`src/rtl/mips_pkg.sv`:
```
// Shared pipeline definitions: operand-mux select codes, the hazard slot record
// and the slot-match helper used by the forwarding and stall logic.
package mips_pkg;

  localparam logic [1:0] FWD_RF  = 2'b00;  // register file
  localparam logic [1:0] FWD_MEM = 2'b01;  // EX/MEM result
  localparam logic [1:0] FWD_WB  = 2'b10;  // MEM/WB result
  localparam logic [1:0] FWD_ALT = 2'b11;  // PC for operand A, immediate for operand B

  // Slot destinations are held at a fixed width so the record can live in the
  // package; narrower register addresses are zero-extended into it.
  localparam int SLOT_DEST_W = 8;

  typedef logic [SLOT_DEST_W-1:0] slot_dest_t;

  typedef struct packed {
    logic       valid;
    slot_dest_t dest;
    logic       reg_write;
    logic       mem_read;
  } slot_t;

  // True when the slot will write a non-zero register equal to src.
  function automatic logic slot_writes(input slot_t s, input slot_dest_t src);
    return s.valid && s.reg_write && (s.dest != '0) && (s.dest == src);
  endfunction

endpackage

```
`src/rtl/fwd_sel.sv`:
```
// Operand-mux select for one EX-stage operand, computed from the ID source
// register against the instructions currently in EX and MEM.
module fwd_sel
  import mips_pkg::*;
#(
  parameter int REG_ADDR_W = 5
) (
  input  logic [REG_ADDR_W-1:0] src,
  input  logic                  use_src,
  input  logic                  alt,
  input  slot_t                 ex_slot,
  input  slot_t                 mem_slot,
  output logic [1:0]            sel
);

  slot_dest_t src_ext;
  logic       ex_hit;
  logic       mem_hit;
  logic       unused_slot_bits;

  assign src_ext = slot_dest_t'(src);
  assign ex_hit  = use_src && slot_writes(ex_slot, src_ext);
  assign mem_hit = use_src && slot_writes(mem_slot, src_ext);

  // Load-ness only matters to the stall logic in the parent.
  assign unused_slot_bits = ex_slot.mem_read ^ mem_slot.mem_read;

  // The most recent producer wins; the WB stage is covered by the
  // write-before-read register file and is never forwarded.
  always_comb begin
    sel = FWD_RF;
    if (alt) begin
      sel = FWD_ALT;
    end else if (ex_hit) begin
      sel = FWD_MEM;
    end else if (mem_hit) begin
      sel = FWD_WB;
    end
  end

endmodule

```
`src/rtl/forward_ctrl.sv`:
```
// EX-stage forwarding and load-use hazard controller: tracks EX/MEM/WB
// destination slots, registers the operand selects and raises a one-cycle stall.
module forward_ctrl
  import mips_pkg::*;
#(
  parameter int REG_ADDR_W = 5,
  parameter int CNT_W      = 16
) (
  input  logic                  clk,
  input  logic                  rst,
  input  logic                  id_valid,
  input  logic [REG_ADDR_W-1:0] id_rs,
  input  logic [REG_ADDR_W-1:0] id_rt,
  input  logic                  id_use_rs,
  input  logic                  id_use_rt,
  input  logic [REG_ADDR_W-1:0] id_dest,
  input  logic                  id_reg_write,
  input  logic                  id_mem_read,
  input  logic                  id_a_pc,
  input  logic                  id_b_imm,
  input  logic                  flush,
  output logic                  stall,
  output logic [1:0]            fwd_a_sel,
  output logic [1:0]            fwd_b_sel,
  output logic [CNT_W-1:0]      stall_count
);

  slot_t            ex_reg;
  slot_t            mem_reg;
  slot_t            wb_reg;
  slot_t            ex_next;
  logic [1:0]       fwd_a_reg;
  logic [1:0]       fwd_b_reg;
  logic [1:0]       fwd_a_next;
  logic [1:0]       fwd_b_next;
  logic [1:0]       sel_a;
  logic [1:0]       sel_b;
  logic [CNT_W-1:0] stall_count_reg;
  logic [CNT_W-1:0] stall_count_next;
  logic             load_hazard;
  logic             stall_int;
  logic             issue;
  logic             unused_wb_slot;
  slot_dest_t       rs_ext;
  slot_dest_t       rt_ext;

  assign rs_ext = slot_dest_t'(id_rs);
  assign rt_ext = slot_dest_t'(id_rt);

  // A load in EX cannot supply its data until MEM, so a reader right behind it
  // has to wait one cycle. A taken branch discards the reader, so flush wins.
  assign load_hazard = ex_reg.mem_read &&
                       ((id_use_rs && slot_writes(ex_reg, rs_ext)) ||
                        (id_use_rt && slot_writes(ex_reg, rt_ext)));
  assign stall_int   = id_valid && !flush && load_hazard;
  assign issue       = id_valid && !flush && !stall_int;

  fwd_sel #(
    .REG_ADDR_W(REG_ADDR_W)
  ) u_fwd_a (
    .src     (id_rs),
    .use_src (id_use_rs),
    .alt     (id_a_pc),
    .ex_slot (ex_reg),
    .mem_slot(mem_reg),
    .sel     (sel_a)
  );

  fwd_sel #(
    .REG_ADDR_W(REG_ADDR_W)
  ) u_fwd_b (
    .src     (id_rt),
    .use_src (id_use_rt),
    .alt     (id_b_imm),
    .ex_slot (ex_reg),
    .mem_slot(mem_reg),
    .sel     (sel_b)
  );

  always_comb begin
    ex_next    = '0;
    fwd_a_next = FWD_RF;
    fwd_b_next = FWD_RF;
    if (issue) begin
      ex_next.valid     = 1'b1;
      ex_next.dest      = slot_dest_t'(id_dest);
      ex_next.reg_write = id_reg_write;
      ex_next.mem_read  = id_mem_read;
      fwd_a_next        = sel_a;
      fwd_b_next        = sel_b;
    end

    stall_count_next = stall_count_reg;
    if (stall_int && (stall_count_reg != {CNT_W{1'b1}})) begin
      stall_count_next = stall_count_reg + CNT_W'(1);
    end
  end

  always_ff @(posedge clk or posedge rst) begin
    if (rst) begin
      ex_reg          <= '0;
      mem_reg         <= '0;
      wb_reg          <= '0;
      fwd_a_reg       <= FWD_RF;
      fwd_b_reg       <= FWD_RF;
      stall_count_reg <= '0;
    end else begin
      ex_reg          <= ex_next;
      mem_reg         <= ex_reg;
      wb_reg          <= mem_reg;
      fwd_a_reg       <= fwd_a_next;
      fwd_b_reg       <= fwd_b_next;
      stall_count_reg <= stall_count_next;
    end
  end

  // The WB slot is tracked for completeness but never forwarded from.
  assign unused_wb_slot = ^wb_reg;

  assign stall       = stall_int;
  assign fwd_a_sel   = fwd_a_reg;
  assign fwd_b_sel   = fwd_b_reg;
  assign stall_count = stall_count_reg;

endmodule

```
`config.mk`:
```
export PLATFORM = sky130hd
export DESIGN_NAME = forward_ctrl
export DESIGN_NICKNAME = d
export VERILOG_FILES = /design/src/rtl/mips_pkg.sv /design/src/rtl/fwd_sel.sv /design/src/rtl/forward_ctrl.sv
export SDC_FILE = /design/constraint.sdc
export NUM_CORES = 1
export LEC_CHECK = 0
export CORE_MARGIN = 2
export CORE_UTILIZATION = 50
export CTS_CLUSTER_SIZE = 8
export DETAILED_ROUTE_END_ITERATION = 6
export HOLD_SLACK_MARGIN = 0.08
export PLACE_DENSITY = 0.9
export SLEW_MARGIN = 30
export SYNTH_ARGS = -nofsm -noshare
export SYNTH_HDL_FRONTEND = slang
export SYNTH_SLANG_ARGS = --single-unit
```
`constraint.sdc`:
```
create_clock -name clk -period 2.9 [get_ports clk]
set_clock_uncertainty 0.05 [all_clocks]
set_input_delay 0.435 -clock clk [delete_from_list [all_inputs] [get_ports clk]]
set_output_delay 0.435 -clock clk [all_outputs]
set_load 0.05 [all_outputs]
```
# Word level (Yosys, flattened, before mapping)
# Cells that the tools add are included.
# word_totals
register_bits	41
latchBits	0
ram_bits	0
rom_bits	0
out_inout_bits	21
wordCells	47
memories	0
# classes
addsub	1
n_mul	0
n_div	0
order_cmp	0
n_eq_ne	5
shifts	0
mux	9
bitwise	0
n_reduce_logical	22
# ops
op	count
8-bit by 5-bit == test with 1-bit output	4
1-bit logical AND	17
16-bit by 1-bit adder with 16-bit output (second input constant)	1
2-bit 2-to-1 mux	8
16-bit inequality test (second input constant)	1
8-bit nonzero test	2
11-bit 2-to-1 mux	1
1-bit logical NOT	2
1-bit logical OR	1

# Longest topological paths before layout
# Gate-level depths: netlist (run 1).
# depth
ltp_word	10
ltp_mapped	6
mapped_depth_nobuf	6

# Hierarchy
# A second synthesis (run 1) with hierarchy kept.
# hier_totals
cells_unflattened	181
hier_area_um2	1999.4
# by_module_without_submodules
module	instances	cells_each	area_per_inst_um2
forward_ctrl	1	131	1614.0
fwd_sel	2	25	192.7

# Worst setup path after synthesis (run 1)
# No wires, ideal clock.
# synth_path
path_kind	in2out
start	input port id_rt[3]
end	output port stall
arrival_time_ns	1.812
slack_ns	0.603
stages	5
path_buffers	1
path_cell_list	xor2_1 nor4_4 a32o_1 buf_2 and2_1
# synth_via
elab_chain_cells	6
# synth_rtl
element	line_no	source
start, declared	forward_ctrl.sv:13	input logic [REG_ADDR_W-1:0] id_rt,
8-bit by 5-bit == test with 1-bit output	mips_pkg.sv:25	return s.valid && s.reg_write && (s.dest != '0) && (s.dest == src);
1-bit logical AND	mips_pkg.sv:25	
1-bit logical AND	forward_ctrl.sv:54	(id_use_rt && slot_writes(ex_reg, rt_ext)));
1-bit logical OR	forward_ctrl.sv:53	((id_use_rs && slot_writes(ex_reg, rs_ext)) ||
1-bit logical AND	forward_ctrl.sv:52	assign load_hazard = ex_reg.mem_read &&
1-bit logical AND	forward_ctrl.sv:55	assign stall_int = id_valid && !flush && load_hazard;
end, declared	forward_ctrl.sv:22	output logic stall,
# Every way passes these cells.

# Final worst setup path (run 1)
# Ends and elaborated chain as after synthesis.

==> results of run 1 <==
## metrics by stage
stage | area [um2] | total power [mW] | hold WS, ps | worst slack, ps
after global routing | 2360 | 0.915 | 359 | 275
final | 2360 | 0.874 | 351 | 369
after detailed placement | 2300 | 0.627 | 326 | 332
after floorplan | 1770 | 0.571 | 304 | 603
after global placement | 2300 | 0.624 | 306 | 406
after CTS | 2360 | 0.884 | 353 | 366
## final timing paths
kind / from / endpoint / cells after the start
min: ex_reg[1]$_DFF_PP0_ / mem_reg[1]$_DFF_PP0_ / 0
max: id_rt[3] / stall / 6
max reg2reg: ex_reg[3]$_DFF_PP0_ / ex_reg[0]$_DFF_PP0_ / 6
min in group asynchronous: rst / stall_count[6]$_DFFE_PP0P_ / 2
max in group asynchronous: rst / mem_reg[6]$_DFF_PP0_ / 3
min reg2reg: ex_reg[1]$_DFF_PP0_ / mem_reg[1]$_DFF_PP0_ / 0
## where the power goes
group / switching, mW / total, mW / internal (mW)
registers: 0.00981 / 0.508 / 0.498
clock network: 0.164 / 0.257 / 0.0925
logic: 0.0531 / 0.109 / 0.0562
total: 0.227 / 0.874 / 0.647
## kinds of logic (layout without fill, tap and decap cells)
kind of cell / Yosys count / after routing
adders and majority gates: 1 / 1
and+or+nand+nor: 66 / 66
DFF: 35 / 35
AOI/OAI and AO/OA: 13 / 13
xor gates and xnor gates: 35 / 35
buffers and inverters: 9 / 62
muxes: 1 / 1
## layout make-up
| cell class | count | area (um2) |
|---|---|---|
| clock buffers | 5 | 37.5 |
| clock inverters | 3 | 20.0 |
| fillers | 264 | 1010 |
| inverters | 5 | 18.8 |
| multi-input cells | 116 | 856 |
| flip-flops and latches | 35 | 876 |
| well taps | 46 | 57.6 |
| repair buffers | 49 | 490 |
## placed cells by master (no fill, tap or decap), types with 2 or more instances in the layout
cell type	Yosys	layout
dfrtp_1	35	35
clkdlybuf4s50_1	0	44
clkbuf_4	0	5
and3_1	7	7
nand3_1	8	8
nor2_1	9	9
inv_1	5	5
nand4_1	12	12
xnor2_1	25	25
clkinvlp_4	0	2
buf_4	0	4
and2_1	2	2
nor3b_1	7	7
xor2_1	10	10
nor3_1	6	6
a41oi_1	2	2
o211ai_1	2	2
nand2_1	5	5
a211oi_1	3	3
a21oi_1	3	3
## synthesized netlist by cell type (all sizes together)
cell type and instances:
dfrtp 35, xnor2 25, nand4 13, xor2 10
nand3 9, nor2 9, and3 7, nor3b 7
nor3 6, inv 5, nand2 5, a211oi 3
a21oi 3, and2 3, nor4 3, a41oi 2
buf 2, clkbuf 2, o211ai 2, a2111oi 1
a31oi 1, a32o 1, ha 1, mux2 1
nand2b 1, nand3b 1, nor2b 1, or4 1
## critical path: cells and delay by family
| kind | cells | cell delay (ps) |
|---|---|---|
| compound gates | 1 | 250 |
| xor+xnor | 1 | 190 |
| buf+inv | 2 | 600 |
| simple gates | 2 | 560 |
## routing by layer
layer | vias to the layer above | part of all wire, %
li1 | 674 | -
met1 | 662 | 44
met2 | 47 | 50
met3 | 9 | 4.3
met4 | 0 | 1.8
met5 | - | 0
==> metrics.yaml, run 1 <==
place:
  place_congestion: 0.888
  dp_cells: 251
  port_buffers: 45
  dp_hpwl_um: 2990
clock_tree:
  clock_latency_ps: 330
  cts_tree: "yes"
  h-tree-depth: 2
  cts_resized: 0
  post_cts_buffers: 0
  clk_path_buf_depth: 2
  clock-sinks: 35
  cts_buffers: 5
  clk_transition_reported_paths_ps: 100
  cts_hold_buffers: 0
  cts_root_buf: "clkbuf_4"
detailed_routing:
  firstDrtPassIters: 4
  final_antenna_net_count: 0
  drcViolationCount: 0
  num_vias: 1392
  drt_iter0_drc: 62
  routed_wl_um: 3740
  post_drt_wl_per_cell_um: 14.4
  via_per_inst: 5.37
worst_setup_path:
  worstPathArrival_ps: 2050
  end_kind: "output port"
  crit_path_max_fanout: 2
  rrSetupSlack_ps: 770
  critPathLaunchType: "input port"
  cpMaxStageDelayCell: "clkdlybuf4s50_1"
  cp.required_ps: 2410
  cp_cell_sequence: "clkdlybuf4s50_1 -> xor2_1 -> nor4_4 -> a32o_1 -> and2_1 -> buf_12"
  worstSetupPathType: "input port to output port"
  critical-path-max-stage-delay_ps: 460
hold_path:
  hp-class: "flop to flop"
yosys:
  yosysSeqAreaShare_pct: 49.5
  yosysWarnings: 0
  syn_area_um2: 1770
  synthAdderAreaFrac_pct: 0.708
  synth_top_cell_by_area: "dfrtp_1"
  syn_nets: 186
  ys_ff_latch: 35
  synth_top_family_by_area: "simple AND/OR/NAND/NOR gates"
  synth_area_leaders: "dfrtp_1 50%, xnor2_1 12%, xor2_1 5.0%"
  synthesis.instances: 160
  synth-compound-area-share_pct: 6.44
  synth_xor_area_share_pct: 17.3
  synth-simple-area-share_pct: 23.3
  syn_avg_cell_area_um2: 11.0
  synth_top_area_share_pct: 49.5
  muxShareOfSynthArea_pct: 0.637
  ys_types: 33
global_routing:
  antenna_found_initial: 0
  grtUsageMet1_pct: 27.7
  busiest_layer: "met2"
  grt_max_degree: 24
  grtUsageMet3_pct: 4.11
  grt_overflow: 0
  track_usage_pct: 20.8
  use_met2_pct: 33.3
  grt_pass1_vias: 1363
  grt_pass1_wl_um: 6470
layout:
  syn2layout_area_growth_pct: 33.3
  antennaDiodeCount: 0
  finalNetCount: 238
  largest_reg_flops: 16
  drive_gt1_share_pct: 8.45
  post-route-util_pct: 70.1
  instances_no_fill: 259
pwr:
  p_leak_nw: 0.952
  ir_drop_v: 0.000264
  power_density_nw_per_um2: 371
floorplan:
  die_h_um: 63.5
  die-width_um: 63.5
  coreArea_um2: 3360
  std_cell_rows: 21
  die_area_um2: 4030
  initial_core_util_pct: 52.6
  num_io_pins: 46
outcome:
  status: "finished clean"
timing:
  fmax_mhz: 395
  rsz0062_at_grt: "no"
  slew_violations: 0
  final-setup-viol-count: 0
  fin_crit_ps: 2530
  max_slew_margin_pct: 65.7
  finalSetupTns_ps: 0
  tightestPinTransition_ps: 514
  hold_viol: 0
  fin_crit_sh_pct: 87.3
job:
  maxCapViolations: 0
(Power assumes the default switching activity.)
==> run 2, diff against run 1 <==
--- a/config.mk
+++ b/config.mk
@@ -5,7 +5,7 @@
 export SDC_FILE = /design/constraint.sdc
 export NUM_CORES = 1
 export LEC_CHECK = 0
-export CORE_MARGIN = 2
+export ABC_AREA = 0
 export CORE_UTILIZATION = 50
 export CTS_CLUSTER_SIZE = 8
 export DETAILED_ROUTE_END_ITERATION = 6
==> metrics.yaml, run 2 (same netlist as run 1, synthesis figures left out) <==
outcome:
  status: "finished clean"  # unchanged
place:
  place_congestion: 0.954  # was 0.888
  dp_cells: 251  # unchanged
  dp_hpwl_um: 2840  # was 2990 um
  port_buffers: 45  # unchanged
clock_tree:
  cts_buffers: 5  # unchanged
  cts_tree: "yes"  # unchanged
  cts_resized: 0  # unchanged
  clock-sinks: 35  # unchanged
  clock_latency_ps: 340  # was 330 ps
  h-tree-depth: 2  # unchanged
  post_cts_buffers: 0  # unchanged
  cts_root_buf: "clkbuf_4"  # unchanged
  cts_hold_buffers: 0  # unchanged
  clk_path_buf_depth: 2  # unchanged
  clk_transition_reported_paths_ps: 110  # was 100 ps
layout:
  final_cell_mix: "44 x clkdlybuf4s50_1, 35 x dfrtp_1, 25 x xnor2_1"  # unchanged
  syn2layout_area_growth_pct: 34.1  # was 33.3%
  drive_gt1_share_pct: 8.45  # unchanged
  instances_no_fill: 259  # unchanged
  finalNetCount: 238  # unchanged
  largest_reg_flops: 16  # unchanged
  antennaDiodeCount: 0  # unchanged
  layout_commonest_cell: "clkdlybuf4s50_1"  # unchanged
detailed_routing:
  final_antenna_net_count: 0  # unchanged
  wl_met1_um: 1680  # was 1640 um
  post_drt_wl_per_cell_um: 14.3  # was 14.4 um
  dr_wl_met2_um: 1800  # was 1870 um
  firstDrtPassIters: 4  # unchanged
  num_vias: 1407  # was 1,392
  via_per_inst: 5.43  # was 5.37
  dr_wl_met3_um: 163  # was 162 um
  drt_iter0_drc: 81  # was 62
  routed_wl_um: 3710  # was 3740 um
  drcViolationCount: 0  # unchanged
  highest_layer: "met4"  # unchanged
floorplan:
  num_io_pins: 46  # unchanged
  coreArea_um2: 3360  # unchanged
  initial_core_util_pct: 52.6  # unchanged
  std_cell_rows: 21  # unchanged
  die_h_um: 61.5  # was 63.5 um
  die_area_um2: 3780  # was 4030 um2
  die-width_um: 61.5  # was 63.5 um
timing:
  rsz0062_at_grt: "no"  # unchanged
  hold_viol: 0  # unchanged
  fmax_mhz: 398  # was 395 MHz
  tightestPinTransition_ps: 524  # was 514 ps
  max_slew_margin_pct: 65.1  # was 65.7%
  final-setup-viol-count: 0  # unchanged
  fin_crit_ps: 2510  # was 2530 ps
  finalSetupTns_ps: 0  # unchanged
  fin_crit_sh_pct: 86.6  # was 87.3%
  slew_violations: 0  # unchanged
worst_setup_path:
  worstSetupPathType: "input port to output port"  # unchanged
  crit_path_max_fanout: 3  # was 2
  critPathLaunchType: "input port"  # unchanged
  crit_buf_inv: 2  # unchanged
  critical-path-max-stage-delay_ps: 460  # about the same
  worstPathArrival_ps: 2030  # was 2050 ps
  critical_path.top_delay_family: "buffers and inverters"  # unchanged
  cp.required_ps: 2410  # about the same
  cp_cell_sequence: "clkdlybuf4s50_1 -> xor2_1 -> nor4_2 -> a32o_1 -> and2_1 -> buf_12"  # was clkdlybuf4s50_1 -> xor2_1 -> nor4_4 -> a32o_1 -> and2_1 -> buf_12
  end_kind: "output port"  # unchanged
  rrSetupSlack_ps: 760  # was 770 ps
  cpMaxStageDelayCell: "clkdlybuf4s50_1"  # unchanged
global_routing:
  grt_pass1_wl_um: 5870  # was 6470 um
  grt_max_degree: 36  # was 24
  grt_overflow: 0  # unchanged
  grt_pass1_vias: 1302  # was 1,363
  antenna_found_initial: 0  # unchanged
  track_usage_pct: 22.0  # was 20.8%
hold_path:
  hp-class: "flop to flop"  # unchanged
pwr:
  p_leak_nw: 0.962  # was 0.952 nW
  ir_drop_v: 0.000296  # was 0.000264 V
  power_density_nw_per_um2: 389  # was 371 nW/um2
job:
  maxCapViolations: 0  # unchanged
run 2: final timing paths:
kind	end	cells past startpoint	start
max reg2reg	stall_count[1]$_DFFE_PP0P_	6	stall_count[0]$_DFFE_PP0P_
max	stall	6	id_rs[4]
min	mem_reg[1]$_DFF_PP0_	0	ex_reg[1]$_DFF_PP0_
min reg2reg	mem_reg[1]$_DFF_PP0_	0	ex_reg[1]$_DFF_PP0_
max in group asynchronous	mem_reg[5]$_DFF_PP0_	3	rst
min in group asynchronous	mem_reg[1]$_DFF_PP0_	3	rst
run 2: routing by layer:
metal	up-vias	GRT usage, %
li1	675	-
met1	685	28.0
met2	42	35.7
met3	5	5.67
met4	0	9.52
met5	-	0
run 2: per-stage QoR:
stage	hold slack [ps]	instance area, um2	total power [mW]	worst slack [ps]	utilization [%]
floorplan	304	1770	0.571	603	-
global placement	309	2300	0.624	402	68.3
detailed placement	317	2300	0.627	353	68.3
CTS	334	2370	0.930	389	70.5
global route	352	2370	0.955	342	70.5
finish	333	2370	0.922	390	70.5
run 2: final cells by class:
class                   instances  area, um2
clock buffers                   7       65.1
flip-flops and latches         35        876
well taps                      46       57.6
fillers                       277        992
clock inverters                 1       7.51
multi-input cells             116        856
inverters                       5       18.8
repair buffers                 49        490
run 2: power breakdown:
group,internal (mW),leakage (nW),switching (mW)
combinational,0.0563,0.452,0.0518
clock,0.142,0.0375,0.164
sequential,0.498,0.473,0.00998
